<file path="src/rtl/sdram_frame_scheduler_if.sv">
// Handshake bundle between the frame scheduler and the SDRAM controller /
// user-FIFO side. The master modport is the scheduler itself.
interface sdram_frame_scheduler_if;
    logic        init_done;
    logic        frame_valid;
    logic [9:0]  wr_fifo_cnt;
    logic [9:0]  rd_fifo_cnt;
    logic        cmd_ack;
    logic        burst_done;
    logic        sdram_wr_req;
    logic        sdram_rd_req;
    logic [21:0] burst_addr;
    logic [1:0]  wr_bank;
    logic [1:0]  rd_bank;
    logic        frame_write_done;
    logic        frame_read_done;

    modport master (
        input  init_done, frame_valid, wr_fifo_cnt, rd_fifo_cnt, cmd_ack, burst_done,
        output sdram_wr_req, sdram_rd_req, burst_addr, wr_bank, rd_bank,
               frame_write_done, frame_read_done
    );

    modport slave (
        output init_done, frame_valid, wr_fifo_cnt, rd_fifo_cnt, cmd_ack, burst_done,
        input  sdram_wr_req, sdram_rd_req, burst_addr, wr_bank, rd_bank,
               frame_write_done, frame_read_done
    );
endinterface

</file>
<file path="src/rtl/sdram_frame_scheduler.sv">
// Triple-buffered frame scheduler: arbitrates camera write bursts and display
// read bursts into SDRAM, rotating banks so the reader never sees a partial frame.
module sdram_frame_scheduler #(
    parameter int unsigned BURST_LEN   = 256,
    parameter int unsigned FRAME_WORDS = 130560,
    parameter int unsigned FIFO_DEPTH  = 512,
    parameter int unsigned RD_URGENT   = 64
) (
    input  logic                           clk,
    input  logic                           rst,
    sdram_frame_scheduler_if.master        sched_if
);

    localparam logic [19:0] BURST_W = 20'(BURST_LEN);
    localparam logic [19:0] FRAME_W = 20'(FRAME_WORDS);
    localparam logic [10:0] WR_TH   = 11'(BURST_LEN);
    localparam logic [10:0] RD_TH   = 11'(FIFO_DEPTH - BURST_LEN);
    localparam logic [10:0] URG_TH  = 11'(RD_URGENT);

    typedef enum logic [2:0] {
        IDLE, ARB, WR_REQ, WR_BURST, RD_REQ, RD_BURST
    } state_e;

    state_e      state_q, state_d;
    logic [19:0] wr_ptr_q, wr_ptr_d;
    logic [19:0] rd_ptr_q, rd_ptr_d;
    logic [1:0]  wr_bank_q, wr_bank_d;
    logic [1:0]  rd_bank_q, rd_bank_d;
    logic [1:0]  full_bank_q, full_bank_d;
    logic        new_frame_q, new_frame_d;
    logic        last_rd_q, last_rd_d;
    logic        fv_q, fv_d;
    logic [21:0] addr_q, addr_d;
    logic        wr_done_q, wr_done_d;
    logic        rd_done_q, rd_done_d;

    logic        wr_ok, rd_ok, urgent, fv_rise;
    logic [19:0] wr_sum, rd_sum;
    logic [1:0]  bank_step, nxt_wr_bank;

    assign wr_ok   = {1'b0, sched_if.wr_fifo_cnt} >= WR_TH;
    assign rd_ok   = {1'b0, sched_if.rd_fifo_cnt} <= RD_TH;
    assign urgent  = {1'b0, sched_if.rd_fifo_cnt} <  URG_TH;
    assign fv_rise = sched_if.frame_valid & ~fv_q;
    assign wr_sum  = wr_ptr_q + BURST_W;
    assign rd_sum  = rd_ptr_q + BURST_W;

    // Next write bank in 0->1->2->0 order, skipping the bank being displayed.
    always_comb begin
        bank_step   = (wr_bank_q == 2'd2) ? 2'd0 : wr_bank_q + 2'd1;
        nxt_wr_bank = bank_step;
        if (bank_step == rd_bank_q) begin
            nxt_wr_bank = (bank_step == 2'd2) ? 2'd0 : bank_step + 2'd1;
        end
    end

    always_comb begin
        state_d     = state_q;
        wr_ptr_d    = wr_ptr_q;
        rd_ptr_d    = rd_ptr_q;
        wr_bank_d   = wr_bank_q;
        rd_bank_d   = rd_bank_q;
        full_bank_d = full_bank_q;
        new_frame_d = new_frame_q;
        last_rd_d   = last_rd_q;
        fv_d        = sched_if.frame_valid;
        wr_done_d   = 1'b0;
        rd_done_d   = 1'b0;
        addr_d      = '0;

        case (state_q)
            IDLE: begin
                if (sched_if.init_done) state_d = ARB;
            end
            ARB: begin
                if (urgent && rd_ok) begin
                    state_d   = RD_REQ;
                    last_rd_d = 1'b1;
                end else if (wr_ok && rd_ok) begin
                    state_d   = last_rd_q ? WR_REQ : RD_REQ;
                    last_rd_d = ~last_rd_q;
                end else if (wr_ok) begin
                    state_d   = WR_REQ;
                    last_rd_d = 1'b0;
                end else if (rd_ok) begin
                    state_d   = RD_REQ;
                    last_rd_d = 1'b1;
                end
            end
            WR_REQ: begin
                if (sched_if.cmd_ack) state_d = WR_BURST;
            end
            RD_REQ: begin
                if (sched_if.cmd_ack) state_d = RD_BURST;
            end
            WR_BURST: begin
                if (sched_if.burst_done) begin
                    state_d = ARB;
                    // A coincident frame restart discards the completion.
                    if (!fv_rise) begin
                        if (wr_sum == FRAME_W) begin
                            wr_ptr_d    = '0;
                            wr_done_d   = 1'b1;
                            full_bank_d = wr_bank_q;
                            new_frame_d = 1'b1;
                            wr_bank_d   = nxt_wr_bank;
                        end else begin
                            wr_ptr_d = wr_sum;
                        end
                    end
                end
            end
            RD_BURST: begin
                if (sched_if.burst_done) begin
                    state_d = ARB;
                    if (rd_sum == FRAME_W) begin
                        rd_ptr_d  = '0;
                        rd_done_d = 1'b1;
                        if (new_frame_q) begin
                            rd_bank_d   = full_bank_q;
                            new_frame_d = 1'b0;
                        end
                    end else begin
                        rd_ptr_d = rd_sum;
                    end
                end
            end
            default: state_d = IDLE;
        endcase

        if (fv_rise) wr_ptr_d = '0;

        // Address is captured on grant and held, so a frame restart while a
        // request is pending cannot disturb it before cmd_ack.
        case (state_d)
            WR_REQ:  addr_d = (state_q == WR_REQ) ? addr_q : {wr_bank_d, wr_ptr_d};
            RD_REQ:  addr_d = (state_q == RD_REQ) ? addr_q : {rd_bank_d, rd_ptr_d};
            default: addr_d = '0;
        endcase
    end

    always_ff @(posedge clk or posedge rst) begin
        if (rst) begin
            state_q     <= IDLE;
            wr_ptr_q    <= '0;
            rd_ptr_q    <= '0;
            wr_bank_q   <= 2'd1;
            rd_bank_q   <= 2'd0;
            full_bank_q <= 2'd0;
            new_frame_q <= 1'b0;
            last_rd_q   <= 1'b1;
            fv_q        <= 1'b0;
            addr_q      <= '0;
            wr_done_q   <= 1'b0;
            rd_done_q   <= 1'b0;
        end else begin
            state_q     <= state_d;
            wr_ptr_q    <= wr_ptr_d;
            rd_ptr_q    <= rd_ptr_d;
            wr_bank_q   <= wr_bank_d;
            rd_bank_q   <= rd_bank_d;
            full_bank_q <= full_bank_d;
            new_frame_q <= new_frame_d;
            last_rd_q   <= last_rd_d;
            fv_q        <= fv_d;
            addr_q      <= addr_d;
            wr_done_q   <= wr_done_d;
            rd_done_q   <= rd_done_d;
        end
    end

    assign sched_if.sdram_wr_req     = (state_q == WR_REQ);
    assign sched_if.sdram_rd_req     = (state_q == RD_REQ);
    assign sched_if.burst_addr       = addr_q;
    assign sched_if.wr_bank          = wr_bank_q;
    assign sched_if.rd_bank          = rd_bank_q;
    assign sched_if.frame_write_done = wr_done_q;
    assign sched_if.frame_read_done  = rd_done_q;

endmodule

</file>
<file path="src/flat_wrapper.sv">
// flat-port wrapper written by rule: the top's interface ports become plain ports
module sdram_frame_scheduler_flat 
#(
    parameter int unsigned BURST_LEN   = 256,
    parameter int unsigned FRAME_WORDS = 130560,
    parameter int unsigned FIFO_DEPTH  = 512,
    parameter int unsigned RD_URGENT   = 64
)
  (clk, rst, sched_if_init_done, sched_if_frame_valid, sched_if_wr_fifo_cnt, sched_if_rd_fifo_cnt, sched_if_cmd_ack, sched_if_burst_done, sched_if_sdram_wr_req, sched_if_sdram_rd_req, sched_if_burst_addr, sched_if_wr_bank, sched_if_rd_bank, sched_if_frame_write_done, sched_if_frame_read_done);
  sdram_frame_scheduler_if sched_if_i ();
  input  logic clk;
  input  logic rst;
  input wire logic [$bits(sched_if_i.init_done)-1:0] sched_if_init_done;
  input wire logic [$bits(sched_if_i.frame_valid)-1:0] sched_if_frame_valid;
  input wire logic [$bits(sched_if_i.wr_fifo_cnt)-1:0] sched_if_wr_fifo_cnt;
  input wire logic [$bits(sched_if_i.rd_fifo_cnt)-1:0] sched_if_rd_fifo_cnt;
  input wire logic [$bits(sched_if_i.cmd_ack)-1:0] sched_if_cmd_ack;
  input wire logic [$bits(sched_if_i.burst_done)-1:0] sched_if_burst_done;
  output wire logic [$bits(sched_if_i.sdram_wr_req)-1:0] sched_if_sdram_wr_req;
  output wire logic [$bits(sched_if_i.sdram_rd_req)-1:0] sched_if_sdram_rd_req;
  output wire logic [$bits(sched_if_i.burst_addr)-1:0] sched_if_burst_addr;
  output wire logic [$bits(sched_if_i.wr_bank)-1:0] sched_if_wr_bank;
  output wire logic [$bits(sched_if_i.rd_bank)-1:0] sched_if_rd_bank;
  output wire logic [$bits(sched_if_i.frame_write_done)-1:0] sched_if_frame_write_done;
  output wire logic [$bits(sched_if_i.frame_read_done)-1:0] sched_if_frame_read_done;
  assign sched_if_i.init_done = sched_if_init_done;
  assign sched_if_i.frame_valid = sched_if_frame_valid;
  assign sched_if_i.wr_fifo_cnt = sched_if_wr_fifo_cnt;
  assign sched_if_i.rd_fifo_cnt = sched_if_rd_fifo_cnt;
  assign sched_if_i.cmd_ack = sched_if_cmd_ack;
  assign sched_if_i.burst_done = sched_if_burst_done;
  assign sched_if_sdram_wr_req = sched_if_i.sdram_wr_req;
  assign sched_if_sdram_rd_req = sched_if_i.sdram_rd_req;
  assign sched_if_burst_addr = sched_if_i.burst_addr;
  assign sched_if_wr_bank = sched_if_i.wr_bank;
  assign sched_if_rd_bank = sched_if_i.rd_bank;
  assign sched_if_frame_write_done = sched_if_i.frame_write_done;
  assign sched_if_frame_read_done = sched_if_i.frame_read_done;
  sdram_frame_scheduler #(.BURST_LEN(BURST_LEN), .FRAME_WORDS(FRAME_WORDS), .FIFO_DEPTH(FIFO_DEPTH), .RD_URGENT(RD_URGENT)) u_core (.clk(clk), .rst(rst), .sched_if(sched_if_i));
endmodule
</file>
<file path="config.mk">
export PLATFORM = sky130hd
export DESIGN_NAME = sdram_frame_scheduler_flat
export DESIGN_NICKNAME = d
export VERILOG_FILES = /design/src/rtl/sdram_frame_scheduler_if.sv /design/src/rtl/sdram_frame_scheduler.sv /design/src/flat_wrapper.sv
export SDC_FILE = /design/constraint.sdc
export NUM_CORES = 1
export LEC_CHECK = 0
export CELL_PAD_IN_SITES_DETAIL_PLACEMENT = 1
export CELL_PAD_IN_SITES_GLOBAL_PLACEMENT = 1
export CORE_MARGIN = 3
export CORE_UTILIZATION = 35
export CTS_CLUSTER_DIAMETER = 100
export CTS_CLUSTER_SIZE = 16
export DETAILED_ROUTE_END_ITERATION = 6
export PLACE_DENSITY = 0.65
export SLEW_MARGIN = 20
export SYNTH_ARGS = -nofsm -noshare
export SYNTH_HDL_FRONTEND = slang
export SYNTH_SLANG_ARGS = --single-unit
</file>
<file path="constraint.sdc">
create_clock -name clk -period 7.02 [get_ports clk]
set_input_delay 1.404 -clock clk [delete_from_list [all_inputs] [get_ports clk]]
set_output_delay 1.404 -clock clk [all_outputs]
set_load 0.05 [all_outputs]
</file>
==> metrics.txt, run 1 <==
starting density of the core=between 30% and 40%; CTS sink count=76; Hold Path End=u_core.rd_ptr_q[7]$_DFF_PP0_; CP Max Fanout=15; Setup TNS Final=0 ns; yosys warns=0; worst skew pair latency=between 0.3 and 0.4 ns; grt ovf=0; fmax=approximately 250 MHz; Hold Crit Start=u_core.rd_ptr_q[7]$_DFF_PP0_; Reg2Reg Setup Slack=between 3 and 4 ns; largest net degree at the start of global routing=77; CTS tree=done; antenna violations before repair=0; layout cells sized above 1=under 10%; r2r endpoint=u_core.sched_if.burst_addr[20]$_DFFE_PP0P_; RR Startpoint=u_core.wr_ptr_q[8]$_DFF_PP0_; IO Port Bufs=47; I/O Pins=between 50 and 60; Final min period=between 4 and 5 ns; DR iter-0 viols=~160; sequential-to-total area share from yosys stat=between 50% and 60%; remaining routing DRC violations=0; CTS buffer count=9; Crit Path Category=input pin to register; Leak=a little under 2 nW; Hold Path Cell Cnt=0; Worst-Margin Slew=just under 1 ns; vias after detailed routing=a little under 3000; final worst path period share=around 58%; chip width=approximately 110 microns; Syn Nets=410; die area=0.01187 sq mm; Pwr Density=between 300 and 400 mW/mm^2; Main synth FF type=dfrtp_1; maximum VDD drop=approximately 0.11 mV; Total GRT Usage=~17%; Core ar.=around 0.010 sq mm; final WL=slightly below 10000 microns; setup violators final=0; status=finished clean; CTS resizes=0; asr flop ratio synth=100.0%; Startpoint Class=input pin; Clock transition at path regs=around 0.090 ns; relative slew slack=between 30% and 40%; clk_skew=roughly 0.011 ns; Post-Syn Area per Cell=between 9 and 10 sq um; Worst Setup End Kind=register; area growth from synthesis to layout=20.87%; cts hold-fix bufs=0; Root Driver=clkbuf_8; post-DP HPWL=approximately 7000 microns; Synth area leader=dfrtp_1; Hold WS=a little over 0.4 ns; 1st-pass router iterations=4; Final Slew Violations=0; post-synthesis cell type count=57; Post-Syn Instances=380; vias in the first global route=between 3000 and 4000; routed wire length per instance=between 15 and 20 microns; synthesized cell area=around 0.0037 sq mm; Worst Path Required=7.29 ns; clk buf depth=2; Die Y=approximately 110 microns; crit path DAT=~4.3 ns; nets@finish=~440; Hold/Removal Path Class=register to register; RSZ-0062 raised after global routing=no; Setup Fix Bufs, Post-CTS=0; final hold violation count=0; # rows=36; Routed Antenna Nets=0; GP Congestion=0.8124; # diodes=0; top-area cell type share of the netlist area=49.90%; EDFF count, synth=0; Seq cells post-synth=76; Via density=5.328; H-tree depth=3; Area contributors post-synth=dfrtp_1 50%, nor2_1 5.0%, nand2_1 3.4%; R2R cell count=8; MaxCap Viol Count=0; global-route wire length before repair=about 16000 microns
synthesized netlist by cell type (all sizes together) (2+ instances only):
library cell / instances
a211oi: 2
a21o: 2
a21oi: 11
a221o: 6
a221oi: 10
a31o: 2
a31oi: 6
and2: 12
and3: 7
and4b: 2
buf: 7
clkbuf: 21
dfrtp: 74
dfstp: 2
ha: 4
inv: 12
mux2: 4
nand2: 35
nand2b: 7
nand3: 12
nand4: 10
nand4b: 2
nor2: 49
nor3: 8
nor3b: 7
nor4: 5
o21a: 2
o21ai: 11
o22ai: 3
o31ai: 3
or2: 4
or3: 4
xnor2: 7
xor2: 10
final cells by class:
type | instances | area (sq um)
fillers | 1129 | 5559
flip-flops and latches | 76 | 1904
multi-input cells | 264 | 1645
repair buffers | 51 | 500.5
well taps | 133 | 166.4
clock buffers | 10 | 137.6
clock inverters | 6 | 86.33
inverters | 12 | 45.04
critical path: stages:
cell             delay (ns)
clkdlybuf4s50_1        0.49
o41ai_1                0.61
nor2_1                 0.15
nor4_4                 0.44
or2_2                  0.22
and2_1                 0.58
o21ai_0                0.22
a31oi_1                0.20
registers in the layout, summed over array words and instances (netlist names), 2 cells and up:
name and count:
u_core.state_q 3, u_core.sched_if.burst_addr 22, u_core.sched_if.rd_bank 2, u_core.rd_ptr_q 20, u_core.full_bank_q 2, u_core.wr_ptr_q 20
u_core.sched_if.wr_bank 2
placed cells by master (no fill, tap or decap), types with 6 or more instances in the layout:
cell type,instances
a21oi_1,11
a221o_1,6
a221oi_1,10
a31oi_1,6
and2_1,12
and3_1,7
clkbuf_8,10
clkdlybuf4s50_1,47
dfrtp_1,74
inv_1,11
nand2_1,34
nand2b_1,7
nand3_1,12
nand4_1,9
nor2_1,49
nor3_1,8
nor3b_1,7
o21ai_0,10
xnor2_1,7
xor2_1,10
kinds of logic (layout without fill, tap and decap cells):
logic type	after synthesis	after routing	synth area share (%)
fa+ha+maj	5	5	1.618
compound gates	68	68	13.15
flops	76	76	51.31
buf+inv	40	79	4.349
xor+xnor	17	17	4.012
mux	5	5	1.686
simple gates	169	169	23.87
power breakdown:
| group | internal, mW | switching [mW] | total (mW) |
|---|---|---|---|
| clock | 0.210 | 0.169 | 0.380 |
| sequential | 0.506 | 0.0758 | 0.582 |
| combinational | 0.189 | 0.383 | 0.571 |
| total | 0.905 | 0.628 | 1.53 |
layer usage:
| layer | GRT usage (%) | vias up | part of all wire, % |
|---|---|---|---|
| li1 | - | 1410 | - |
| met1 | 25.59 | 1490 | 51 |
| met2 | 26.84 | 37 | 46 |
| met3 | 3.375 | 4 | 2.3 |
| met4 | 3.787 | 0 | 0.54 |
| met5 | 0 | - | 0 |
worst max-delay path by stage:
stage	cells after the start	to	start
after global placement	8	u_core.sched_if.burst_addr[9]$_DFFE_PP0P_	sched_if_rd_fifo_cnt[9]
after detailed placement	8	u_core.sched_if.burst_addr[9]$_DFFE_PP0P_	sched_if_rd_fifo_cnt[9]
after floorplan	1	u_core.full_bank_q[0]$_DFFE_PP0P_	rst
after CTS	8	u_core.sched_if.burst_addr[9]$_DFFE_PP0P_	sched_if_rd_fifo_cnt[9]
after global routing	8	u_core.sched_if.burst_addr[9]$_DFFE_PP0P_	sched_if_rd_fifo_cnt[9]
final	8	u_core.sched_if.burst_addr[9]$_DFFE_PP0P_	sched_if_rd_fifo_cnt[9]
stage by stage:
stage	std cells	utilization, %	total power, mW	area [sq um]	worst slack, ns
2_1_floorplan	380	-	0.9779	3711	3.681
3_3_place_gp	536	42.43	1.154	4262	2.650
3_5_place_dp	536	42.43	1.169	4262	2.608
4_1_cts	552	44.66	1.551	4486	2.981
5_1_grt	552	44.66	1.624	4486	2.727
6_report	552	44.66	1.533	4486	2.971
Note: power is estimated with default switching activity, not from simulation.
==> run 2, diff against run 1 <==
--- a/config.mk
+++ b/config.mk
@@ -12,7 +12,7 @@
 export CTS_CLUSTER_DIAMETER = 100
 export CTS_CLUSTER_SIZE = 16
 export DETAILED_ROUTE_END_ITERATION = 6
-export PLACE_DENSITY = 0.65
+export PLACE_DENSITY = 0.67
 export SLEW_MARGIN = 20
 export SYNTH_ARGS = -nofsm -noshare
 export SYNTH_HDL_FRONTEND = slang
==> constraint.sdc (replaced) <==
create_clock -name clk -period 3.47 [get_ports clk]
set_input_delay 0.694 -clock clk [delete_from_list [all_inputs] [get_ports clk]]
set_output_delay 0.694 -clock clk [all_outputs]
set_load 0.05 [all_outputs]
==> run 2 against run 1 <==
  * Clock power rose by 73%
  * Critical path depth did not move
  * Global-route usage rose by 0.79 points
  * Final cell count rose by 1.3%
  * Sequential share of layout area fell by 0.24 points
  * Utilization rose by 0.25 points
==> metrics.txt, run 2 (same netlist as run 1, synthesis figures left out) <==
status=finished clean (unchanged); maximum VDD drop=0.2524 mV (was 0.1058 mV); clk buf depth=2 (unchanged); die area=0.01187 sq mm (unchanged); Startpoint Class=register (was input pin); 1st-pass router iterations=4 (unchanged); global-route wire length before repair=16680 microns (was 16090 microns); Worst Path Required=3.70 ns (was 7.29 ns); layout cells sized above 1=10.33% (was 9.308%); H-tree depth=3 (unchanged); worst skew pair latency=0.34 ns (was 0.35 ns); cts hold-fix bufs=0 (unchanged); RSZ-0062 raised after global routing=no (unchanged); starting density of the core=36.95% (unchanged); IO Port Bufs=47 (unchanged); Worst Setup End Kind=register (unchanged); grt ovf=0 (unchanged); Clock transition at path regs=0.08 ns (was 0.09 ns); final hold violation count=0 (unchanged); MaxCap Viol Count=0 (unchanged); Final min period=about 3.0 ns; chip width=109.0 microns (unchanged); largest net degree at the start of global routing=77 (unchanged); CTS buffer count=9 (unchanged); Crit Path Category=register to register (was input pin to register); Via density=5.283 (was 5.328); final worst path period share=between 80 and 90%; most common cell after layout, fill and taps aside=dfrtp_1 (unchanged); GP Congestion=0.8376 (was 0.8124); Hold WS=0.4079 ns (was 0.4144 ns); Total GRT Usage=18.27% (was 17.48%); final WL=9931 microns (was 9793 microns); area growth from synthesis to layout=21.54% (was 20.87%); antenna violations before repair=0 (unchanged); nets@finish=451 (was 444); Setup TNS Final=0 ns (unchanged); CTS tree=done (unchanged); fmax=between 300 and 400 MHz; setup violators final=0 (unchanged); Die Y=109.0 microns (unchanged); clk_skew=0.006087 ns (was 0.01079 ns); CP Max Fanout=7 (was 15); max reg flops=22 (unchanged); post-route design area=0.004511 sq mm (was 0.004486 sq mm); Worst-Margin Slew=0.7336 ns (was 0.9759 ns); remaining routing DRC violations=0 (unchanged); Core ar.=0.01004 sq mm (unchanged); Hold/Removal Path Class=register to register (unchanged); relative slew slack=50.76% (was 34.94%); Final Slew Violations=0 (unchanged); post-DP HPWL=7191 microns (was 7026 microns); # rows=36 (unchanged); routed wire length per instance=17.77 microns (was 17.74 microns); Root Driver=clkbuf_8 (unchanged); Routed Antenna Nets=0 (unchanged); Pwr Density=677.7 mW/mm^2 (was 341.8 mW/mm^2); DR iter-0 viols=207 (was 163); # diodes=0 (unchanged); crit path DAT=3.24 ns (was 4.32 ns); vias after detailed routing=2953 (was 2941); Setup Fix Bufs, Post-CTS=0 (unchanged); vias in the first global route=3103 (was 3017); Leak=1.982 nW (was 1.960 nW); I/O Pins=56 (unchanged); CTS resizes=0 (unchanged); Post-DP Area=0.004327 sq mm (was 0.004262 sq mm); most frequent cells in the layout=74 x dfrtp_1, 49 x nor2_1, 47 x clkdlybuf4s50_1 (unchanged); CTS sink count=76 (unchanged)
==> run 2: cell type report <==
class                           instances  area (sq um)
Clock buffer                           11         131.4
Clock inverter                          5         52.55
Fill cell                            1135          5534
Inverter                               12         45.04
Multi-Input combinational cell        264          1645
Sequential cell                        76          1904
Tap cell                              133         166.4
Timing Repair Buffer                   58         565.5
==> run 2: worst paths after layout <==
check / startpoint / endpoint / slack, ns / cells after the start
worst max register to register: u_core.rd_ptr_q[8]$_DFF_PP0_ / u_core.sched_if.burst_addr[21]$_DFFE_PP0P_ / 0.46 / 8
worst max-delay path: u_core.rd_ptr_q[8]$_DFF_PP0_ / u_core.sched_if.burst_addr[21]$_DFFE_PP0P_ / 0.46 / 8
worst min-delay path: u_core.rd_ptr_q[0]$_DFF_PP0_ / u_core.rd_ptr_q[0]$_DFF_PP0_ / 0.41 / 0
min in group asynchronous: rst / u_core.sched_if.burst_addr[20]$_DFFE_PP0P_ / 0.75 / 3
worst min register to register: u_core.rd_ptr_q[0]$_DFF_PP0_ / u_core.rd_ptr_q[0]$_DFF_PP0_ / 0.41 / 0
max in group asynchronous: rst / u_core.last_rd_q$_DFFE_PP1P_ / 2.37 / 3
==> run 2: power breakdown <==
group	switching, mW	internal (mW)	total [mW]
clock network	0.327	0.329	0.657
logic	0.789	0.429	1.22
registers	0.158	1.02	1.18
total	1.27	1.78	3.06
==> run 2: routing by layer <==
metal,vias up,routed length [microns],track usage [%]
met5,-,0,0
met2,28,4739,28.42
met1,1495,4951,25.93
met3,4,167,3.552
met4,0,73,5.050
li1,1426,-,-
==> run 2: per-stage QoR <==
| stage | util, % | instances | power (mW) | setup slack, ns |
|---|---|---|---|---|
| after floorplan | - | 380 | 1.978 | 0.5855 |
| after global placement | 43.07 | 543 | 2.390 | 0.4444 |
| after detailed placement | 43.07 | 543 | 2.421 | 0.4332 |
| after CTS | 44.91 | 559 | 3.090 | 0.4411 |
| after global routing | 44.91 | 559 | 3.259 | 0.1133 |
| final | 44.91 | 559 | 3.057 | 0.4589 |
==> run 2: critical path: stages (launching register included) <==
cell       delay, ns
dfrtp_1         0.46
ha_1            0.36
nand4_2         0.18
or3_1           0.44
and4bb_1        0.29
o2111ai_1       0.14
or3_4           0.38
mux2_4          0.32
a221o_1         0.33
==> run 3, diff against run 2 <==
--- a/config.mk
+++ b/config.mk
@@ -5,6 +5,7 @@
 export SDC_FILE = /design/constraint.sdc
 export NUM_CORES = 1
 export LEC_CHECK = 0
+export ABC_CLOCK_PERIOD_IN_PS = 3470
 export CELL_PAD_IN_SITES_DETAIL_PLACEMENT = 1
 export CELL_PAD_IN_SITES_GLOBAL_PLACEMENT = 1
 export CORE_MARGIN = 3
==> results of run 3 <==
Final layout, timing and power as in run 2 (identical DEF).
